### config.mk
export PLATFORM = sky130hd
export DESIGN_NAME = dmi_bridge
export DESIGN_NICKNAME = d
export VERILOG_FILES = /design/src/rtl/dmi_bridge.sv
export SDC_FILE = /design/constraint.sdc
export NUM_CORES = 1
export LEC_CHECK = 0
export BUFFER_PORTS_ARGS = -buffer_cell sky130_fd_sc_hd__buf_2
export CORE_MARGIN = 2
export CORE_UTILIZATION = 51
export DETAILED_ROUTE_END_ITERATION = 7
export PLACE_DENSITY = 0.77
export SLEW_MARGIN = 15
export SYNTH_ARGS = -nofsm -noshare
export SYNTH_HDL_FRONTEND = slang
export SYNTH_SLANG_ARGS = --single-unit
### constraint.sdc
create_clock -name clk -period 3.6 [get_ports clk]
set_input_delay 0.72 -clock clk [delete_from_list [all_inputs] [get_ports clk]]
set_output_delay 0.72 -clock clk [all_outputs]
set_load 0.05 [all_outputs]
### src/rtl/dmi_bridge.sv
// dmi_bridge: DTM-to-DM transport stage. Queues DTM requests, keeps a single
// DMI transaction outstanding, answers NOPs locally and turns a hung DM
// access into a failed response after TIMEOUT cycles in WAIT.
module dmi_bridge #(
  parameter int unsigned DEPTH   = 2,
  parameter int unsigned TIMEOUT = 1024
) (
  input  logic        clk,
  input  logic        reset,
  input  logic        debug_req_valid,
  output logic        debug_req_ready,
  input  logic [6:0]  debug_req_bits_addr,
  input  logic [1:0]  debug_req_bits_op,
  input  logic [31:0] debug_req_bits_data,
  output logic        debug_resp_valid,
  input  logic        debug_resp_ready,
  output logic [1:0]  debug_resp_bits_resp,
  output logic [31:0] debug_resp_bits_data,
  output logic        dmi_req_valid,
  input  logic        dmi_req_ready,
  output logic [6:0]  dmi_req_addr,
  output logic [1:0]  dmi_req_op,
  output logic [31:0] dmi_req_data,
  input  logic        dmi_resp_valid,
  output logic        dmi_resp_ready,
  input  logic [1:0]  dmi_resp_resp,
  input  logic [31:0] dmi_resp_data,
  output logic        busy,
  output logic [7:0]  timeout_cnt
);

  localparam int unsigned AW      = (DEPTH > 1) ? $clog2(DEPTH) : 1;
  localparam logic [AW:0] PTR_ONE = (AW + 1)'(1);
  localparam logic [15:0] TMAX    = 16'(TIMEOUT - 1);

  typedef enum logic [1:0] {
    S_IDLE,
    S_ISSUE,
    S_WAIT,
    S_RESP
  } state_e;

  // Request FIFO storage and pointers (extra MSB distinguishes full/empty)
  logic [6:0]  fifo_addr_q [DEPTH];
  logic [1:0]  fifo_op_q   [DEPTH];
  logic [31:0] fifo_data_q [DEPTH];
  logic [AW:0] wr_ptr_q, wr_ptr_d;
  logic [AW:0] rd_ptr_q, rd_ptr_d;

  logic        fifo_empty;
  logic        fifo_full;
  logic        push;
  logic        pop;
  logic [6:0]  head_addr;
  logic [1:0]  head_op;
  logic [31:0] head_data;

  // Transaction control state
  state_e      state_q, state_d;
  logic [15:0] timer_q, timer_d;
  logic        stale_q, stale_d;
  logic [7:0]  tcnt_q, tcnt_d;
  logic [1:0]  resp_q, resp_d;
  logic [31:0] rdata_q, rdata_d;

  assign fifo_empty = (wr_ptr_q == rd_ptr_q);
  assign fifo_full  = (wr_ptr_q[AW] != rd_ptr_q[AW]) &&
                      (wr_ptr_q[AW-1:0] == rd_ptr_q[AW-1:0]);

  assign head_addr = fifo_addr_q[rd_ptr_q[AW-1:0]];
  assign head_op   = fifo_op_q[rd_ptr_q[AW-1:0]];
  assign head_data = fifo_data_q[rd_ptr_q[AW-1:0]];

  assign debug_req_ready = !fifo_full && !reset;
  assign push            = debug_req_valid && debug_req_ready;

  // FIFO payload write on accepted DTM request
  always_ff @(posedge clk) begin
    if (push) begin
      fifo_addr_q[wr_ptr_q[AW-1:0]] <= debug_req_bits_addr;
      fifo_op_q[wr_ptr_q[AW-1:0]]   <= debug_req_bits_op;
      fifo_data_q[wr_ptr_q[AW-1:0]] <= debug_req_bits_data;
    end
  end

  // FIFO pointer advance; push and pop may coincide when non-empty
  always_comb begin
    wr_ptr_d = wr_ptr_q;
    rd_ptr_d = rd_ptr_q;
    if (push) begin
      wr_ptr_d = wr_ptr_q + PTR_ONE;
    end
    if (pop) begin
      rd_ptr_d = rd_ptr_q + PTR_ONE;
    end
  end

  // Next-state logic for the single-outstanding transaction sequencer.
  // A late DM response after a timeout is swallowed via the stale flag,
  // which also blocks IDLE from starting anything until it clears.
  always_comb begin
    state_d = state_q;
    timer_d = timer_q;
    stale_d = stale_q;
    tcnt_d  = tcnt_q;
    resp_d  = resp_q;
    rdata_d = rdata_q;
    pop     = 1'b0;

    unique case (state_q)
      S_IDLE: begin
        if (!fifo_empty && !stale_q) begin
          if (head_op == 2'd0) begin
            pop     = 1'b1;
            resp_d  = 2'd0;
            rdata_d = '0;
            state_d = S_RESP;
          end else begin
            state_d = S_ISSUE;
          end
        end
      end
      S_ISSUE: begin
        if (dmi_req_ready) begin
          pop     = 1'b1;
          timer_d = '0;
          state_d = S_WAIT;
        end
      end
      S_WAIT: begin
        // A response arriving on the expiry cycle takes priority
        if (dmi_resp_valid) begin
          resp_d  = dmi_resp_resp;
          rdata_d = dmi_resp_data;
          state_d = S_RESP;
        end else if (timer_q == TMAX) begin
          resp_d  = 2'd2;
          rdata_d = '0;
          stale_d = 1'b1;
          if (tcnt_q != '1) begin
            tcnt_d = tcnt_q + 8'd1;
          end
          state_d = S_RESP;
        end else begin
          timer_d = timer_q + 16'd1;
        end
      end
      S_RESP: begin
        if (debug_resp_ready) begin
          state_d = S_IDLE;
        end
      end
      default: begin
        state_d = S_IDLE;
      end
    endcase

    if (stale_q && (state_q != S_WAIT) && dmi_resp_valid) begin
      stale_d = 1'b0;
    end
  end

  // State, pointer and response registers with synchronous reset
  always_ff @(posedge clk) begin
    if (reset) begin
      state_q  <= S_IDLE;
      wr_ptr_q <= '0;
      rd_ptr_q <= '0;
      timer_q  <= '0;
      stale_q  <= 1'b0;
      tcnt_q   <= '0;
      resp_q   <= '0;
      rdata_q  <= '0;
    end else begin
      state_q  <= state_d;
      wr_ptr_q <= wr_ptr_d;
      rd_ptr_q <= rd_ptr_d;
      timer_q  <= timer_d;
      stale_q  <= stale_d;
      tcnt_q   <= tcnt_d;
      resp_q   <= resp_d;
      rdata_q  <= rdata_d;
    end
  end

  // Handshake outputs decoded from registered state; forced low in reset
  assign dmi_req_valid    = !reset && (state_q == S_ISSUE);
  assign dmi_resp_ready   = !reset && ((state_q == S_WAIT) || stale_q);
  assign debug_resp_valid = !reset && (state_q == S_RESP);

  assign dmi_req_addr = dmi_req_valid ? head_addr : '0;
  assign dmi_req_op   = dmi_req_valid ? head_op   : '0;
  assign dmi_req_data = dmi_req_valid ? head_data : '0;

  assign debug_resp_bits_resp = debug_resp_valid ? resp_q  : '0;
  assign debug_resp_bits_data = debug_resp_valid ? rdata_q : '0;

  assign busy        = !fifo_empty || (state_q != S_IDLE) || stale_q;
  assign timeout_cnt = tcnt_q;

endmodule
# After elaboration in Yosys (flattened, before gate mapping)
# Memory sizes are Yosys's and may differ from the RTL's. A register that Yosys moved wholly into a read port is not among the register bits.
# Cells that the tools add are included.
[classes]
add_sub_neg = 4
n_eq_ne = 16
n_mux = 38
bitwise_logic = 1
n_reduce_logical = 27
[ops]
columns = ["operator", "n"]
rows = [
  ["$mux W32", 6],
  ["$pmux W32 S2", 1],
  ["$mux W16", 3],
  ["$pmux W16 S2", 1],
  ["$mux W2", 12],
  ["$add A16 B1 Y16 const B", 1],
  ["$eq A16 B10 Y1 const B", 1],
  ["$reduce_and A4 Y1", 4],
  ["$ne A2 B2 Y1 const B", 7],
  ["$mux W1", 11],
  ["$logic_and A1 B1 Y1", 9],
  ["$add A8 B1 Y8 const B", 1],
  ["$ne A8 B8 Y1 const B", 1],
  ["$pmux W2 S4", 1],
  ["$mux W7", 1],
  ["$reduce_bool A2 Y1", 3],
  ["$add A2 B1 Y2 const B", 2],
  ["$eq A2 B2 Y1 const B", 2],
  ["$logic_not A1 Y1", 4],
  ["$logic_not A2 Y1", 2],
  ["$pmux W2 S2", 1],
  ["$logic_or A1 B1 Y1", 3],
  ["$ne A3 B3 Y1 const B", 1],
  ["$reduce_and A3 Y1", 1],
  ["other kinds (7)", 7],
]
[totals]
reg_bits = 65
mem_bits_rw = 82
word_cells = 97
mem_count = 3
[mem_list]
columns = ["memory", "words", "word_bits", "rd", "rd_clocked_by_memory_dff", "wr", "line", "text"]
rows = [
  ["fifo_data_q", 2, 32, 1, 1, 1, "46", "logic [31:0] fifo_data_q [DEPTH];"],
  ["fifo_addr_q", 2, 7, 1, 1, 1, "44", "logic [6:0] fifo_addr_q [DEPTH];"],
  ["fifo_op_q", 2, 2, 1, 1, 1, "45", "logic [1:0] fifo_op_q [DEPTH];"],
]

# Logic depth before layout (Yosys ltp)
[logic_depth]
ltp_word = 7
mapped_depth = 9
mapped_depth_nobuf = 7

# Worst setup path before layout
# Ideal clock, no wire load.
[synth_timing]
path_type = "input to register"
from = "in reset"
to = "mem fifo_addr_q[0][0] (enable)"
t_arrival_ps = 3675
required_ps = 3160
path_slack_ps = -514
cell_stages = 4
n_path_buf = 1
cell_sequence = "clkbuf_1 a21oi_1 nand2_1 nor2_1"
[synth_via]
elab_chain_cells = 5
[synth_lines]
columns = ["element", "line", "text"]
rows = [
  ["from (decl)", "9", "input logic reset,"],
  ["$logic_not A1 Y1", "74", "assign debug_req_ready = !fifo_full && !reset;"],
  ["$logic_and A1 B1 Y1", "74", ""],
  ["via debug_req_ready", "11", "output logic debug_req_ready,"],
  ["$logic_and A1 B1 Y1", "75", "assign push = debug_req_valid && debug_req_ready;"],
  ["$mux W1", "79", "if (push) begin"],
  ["$mux W1 (not written as such)", "80", "fifo_addr_q[wr_ptr_q[AW-1:0]] <= debug_req_bits_addr;"],
  ["to (decl)", "44", ""],
]
# The timed path passes the listed nets, and every way through them passes these cells.

# Worst setup path in the final report
[layout_timing]
from = "reg timer_q[0]"
to = "reg timer_q[4]"
[layout_via]
elab_chain_cells = 4
[layout_lines]
columns = ["element", "line", "text"]
rows = [
  ["from (decl)", "60", "logic [15:0] timer_q, timer_d;"],
  ["from (signal assigned)", "178", "timer_q <= timer_d;"],
  ["$add A16 B1 Y16", "145", "timer_d = timer_q + 16'd1;"],
  ["$mux W16", "136", "end else if (timer_q == TMAX) begin"],
  ["$mux W16", "132", "if (dmi_resp_valid) begin"],
  ["$pmux W16 S2", "110", "unique case (state_q)"],
]
# Parallel ways exist; a longest one is shown, timed or not. The select of a mux whose other input is x is not followed.
# A chain may end at the register's enable or synchronous reset.

==> metrics.md <==
| Metric | Value |
|---|---|
| Crit path buffers/inverters | 0 |
| Top cells by area, synth | edfxtp_1 (38%), dfxtp_1 (20%), mux2i_1 (12%), nor2_1 (4.2%), nand2b_1 (3.9%) |
| RD Place Congestion | 0.886 |
| Async set-or-reset flop fraction in the synthesized netlist | 0% |
| Sequential area share after synthesis | 58.3% |
| CTS tree | yes |
| Critical path startpoint category | flop |
| Yosys top cell area share | 37.9% |
| CORE AREA | 0.0125 mm2 |
| Hold Vio Cnt, Final | 0 |
| Top Ports | 169 |
| Library cells used by synthesis | 50 |
| Clk slew on worst S/H paths | 0.06 ns |
| Placed Instances | 897 |
| Cell row count | 41 |
| Area grow syn2layout | 23.7% |
| # hold bufs at CTS | 0 |
| Fillers | 1012 |
| Setup repair bufs after CTS | 0 |
| Most Crowded Layer GR | met2 |
| Initial DRC count | 345 |
| Total track usage | 19.4% |
| Hold_sp | rdata_q[29] |
| GRT met2 Usage | 31.8% |
| Met3 usage | 5.10% |
| Crit Path Class | reg2reg |
| Pre-CTS WS | 0.910 ns |
| Area of the multi-input gates | 0.00255 mm2 |
| Period utilization | 76.9% |
| Synthesized area | 0.00649 mm2 |
| Diode count | 0 |
| Yosys top cell by area | edfxtp_1 |
| Pwr Density | 601 mW/mm2 |
| Synthesized area per cell | 11.2 um2 |
| Layout cell share with drive strength beyond 1 | 28.7% |
| Clk sinks | 148 |
| Synth Net Count | 668 |
| RSZ-0062 raised after global routing | no |
| CP delay by family, top | compound AO/OA/AOI/OAI gates |
| # DRC | 0 |
| Root buffer cell | clkbuf_16 |
| Max cap viols | 0 |
| CP Capture Type | flop |
| Inserted Clock Buffers | 17 |
| R2R Setup Slk | 0.83 ns |
| Post-placement cell area | 0.00749 mm2 |
| Final worst slack | 0.830 ns |
| R2R Path Start | timer_q[0] |
| Slowest-stage cell, CP | a21oi_1 |
| Global routing met1 resource utilization | 25.1% |
| Status | finished, final reports clean |
| VDD IR max | 0.265 mV |
| Routed vias/inst | 5.24 |
| Hold EP | rdata_q[29] |
| Setup violators final | 0 |
| Hold Path Depth | 2 |
| Port Buf Inserts | 168 |
| Congestion Overflow GR | 0 |
| CTS resizes | 0 |
| Die Width | 117 um |
| Nets@finish | 831 |
| Slew headroom | 40.1% |
| Worst path max stage delay | 0.75 ns |
| First-pass GRT wire length | 20.7 mm |
| Storage element area | 0.00378 mm2 |
| Setup TNS Final | 0 ns |
| Vias in the first global route | 4461 |
| Initial Util | 51.9% |
| Worst reg2reg endpoint | timer_q[4] |
| Worst EP required | 3.91 ns |
| Final instance area | 0.00803 mm2 |
| DR pass1 iterations | 5 |
| Via count | 4858 |
| Latest clock arrival within the worst-skew pair | 0.41 ns |
| Most common cell after layout, fill and taps aside | buf_2 |
| HPWL reported at the end of detailed placement | 9.05 mm |
| Hold Path Class | reg2reg |
| Tmin final | 2.77 ns |
| Max clock buf depth | 2 |
| Worst-margin pin slew | 0.899 ns |
| Clock skew | 0.00557 ns |
| Pins over their slew limit | 0 |
| Reg2Reg Depth | 6 |
| Initial antenna violation count | 0 |
| Most frequent cells in the layout | buf_2 (168), edfxtp_1 (82), mux2i_1 (75) |
| Wire length per cell | 14.6 um |
| Antenna viol nets, final | 0 |
| FMAX | 361 MHz |
| Fin cells | 927 |
| Leakage Power | 3.35 nW |
| Critical-path cell list | ha_1, nand3_1, or4_4, a21oi_1, o21ai_0, o31ai_1 |
| Die ar. | 0.0136 mm2 |
| CTS H-tree lvls | 4 |
| Die height | 117 um |
| Worst Path Max Fanout | 21 |
| Number of synthesized flops with an enable pin | 82 |
| Post-Syn Instances | 581 |
| Largest net degree at the start of global routing | 57 |
| YS warnings | 0 |
| CP arrival | 3.08 ns |
| Post-synthesis register bit count | 148 |
| Dominant synthesized flop cell | edfxtp_1 |
| Total wire length | 13.5 mm |
[tightest hold or removal path: stages, from the launching register on]
cell and delay [ns]:
dfxtp_1 0.30, nand2b_1 0.06, mux2i_1 0.06
[metrics by stage]
stage          power (mW)  hold WS, ns  util (%)
2_1_floorplan        2.94        0.447         -
3_3_place_gp         3.21        0.456      59.8
3_5_place_dp         3.23        0.464      59.8
4_1_cts              4.88        0.475      64.2
5_1_grt              5.04        0.480      64.2
6_report             4.83        0.470      64.2
[sequential cells by signal, summed over array words and instances (netlist names), named ones only]
| name | cells |
|---|---|
| timer_q | 16 |
| fifo_op_q | 4 |
| fifo_addr_q | 14 |
| fifo_data_q | 64 |
| rd_ptr_q | 2 |
| rdata_q | 32 |
| state_q | 2 |
| stale_q | 1 |
| wr_ptr_q | 2 |
| timeout_cnt | 8 |
| resp_q | 2 |
[where the power goes]
part / total [mW] / switching (mW) / internal (mW)
clock: 1.63 / 0.630 / 1.00
sequential: 1.92 / 0.0445 / 1.87
combinational: 1.28 / 0.868 / 0.413
[worst max path at each step]
stage / from / slack [ns] / endpoint / depth (start not counted)
2_1_floorplan: reset / 0.14 / fifo_addr_q[0][0] / 4
3_3_place_gp: timer_q[10] / 1.07 / timer_q[11] / 5
3_5_place_dp: timer_q[0] / 0.91 / timer_q[4] / 6
4_1_cts: timer_q[0] / 0.88 / timer_q[9] / 6
5_1_grt: timer_q[0] / 0.61 / timer_q[13] / 6
6_report: timer_q[0] / 0.83 / timer_q[4] / 6
[metal layers]
layer / wire (um) / part of all wire, % / vias to the layer above
met1: 5770 / 43 / 2282
met5: 0 / 0 / -
met4: 152 / 1.1 / 0
li1: - / - / 2364
met3: 1020 / 7.5 / 15
met2: 6550 / 49 / 197
[kinds of logic after synthesis]
kind of cell	after synthesis	share of synthesized area, %
xor gates and xnor gates	13	1.75
DFF	148	58.3
AOI/OAI and AO/OA	55	5.45
buffers and inverters	41	2.68
adders and majority gates	6	1.16
muxes	76	11.7
and+or+nand+nor	242	18.9
[synth_stat cells, types with 2 or more instances]
cell type and instances:
edfxtp_1 82, mux2i_1 75, nor2_1 73, dfxtp_1 66
nand2_1 44, nand2b_1 40, and2_1 35, clkbuf_1 23
nand3_1 17, o21ai_0 14, a21oi_1 9, xnor2_1 9
inv_1 8, ha_1 6, nand4_1 6, nor2b_1 6
o31ai_1 6, o21ai_1 5, a211oi_1 4, buf_1 4
buf_2 4, nor4_1 4, xor2_1 4, nor3_1 3
a311oi_1 2, a31o_2 2, a31oi_1 2, a41oi_1 2
and3_1 2, buf_6 2, nor2_2 2, o211ai_1 2
[layout make-up]
| cell class | count | area share, % |
|---|---|---|
| Timing Repair Buffer | 177 | 11.3 |
| Multi-Input combinational cell | 392 | 31.7 |
| Clock inverter | 11 | 1.42 |
| Inverter | 8 | 0.374 |
| Tap cell | 172 | 2.68 |
| Sequential cell | 148 | 47.1 |
| Clock buffer | 19 | 5.39 |
No activity file was read; power rests on OpenSTA's default activity.
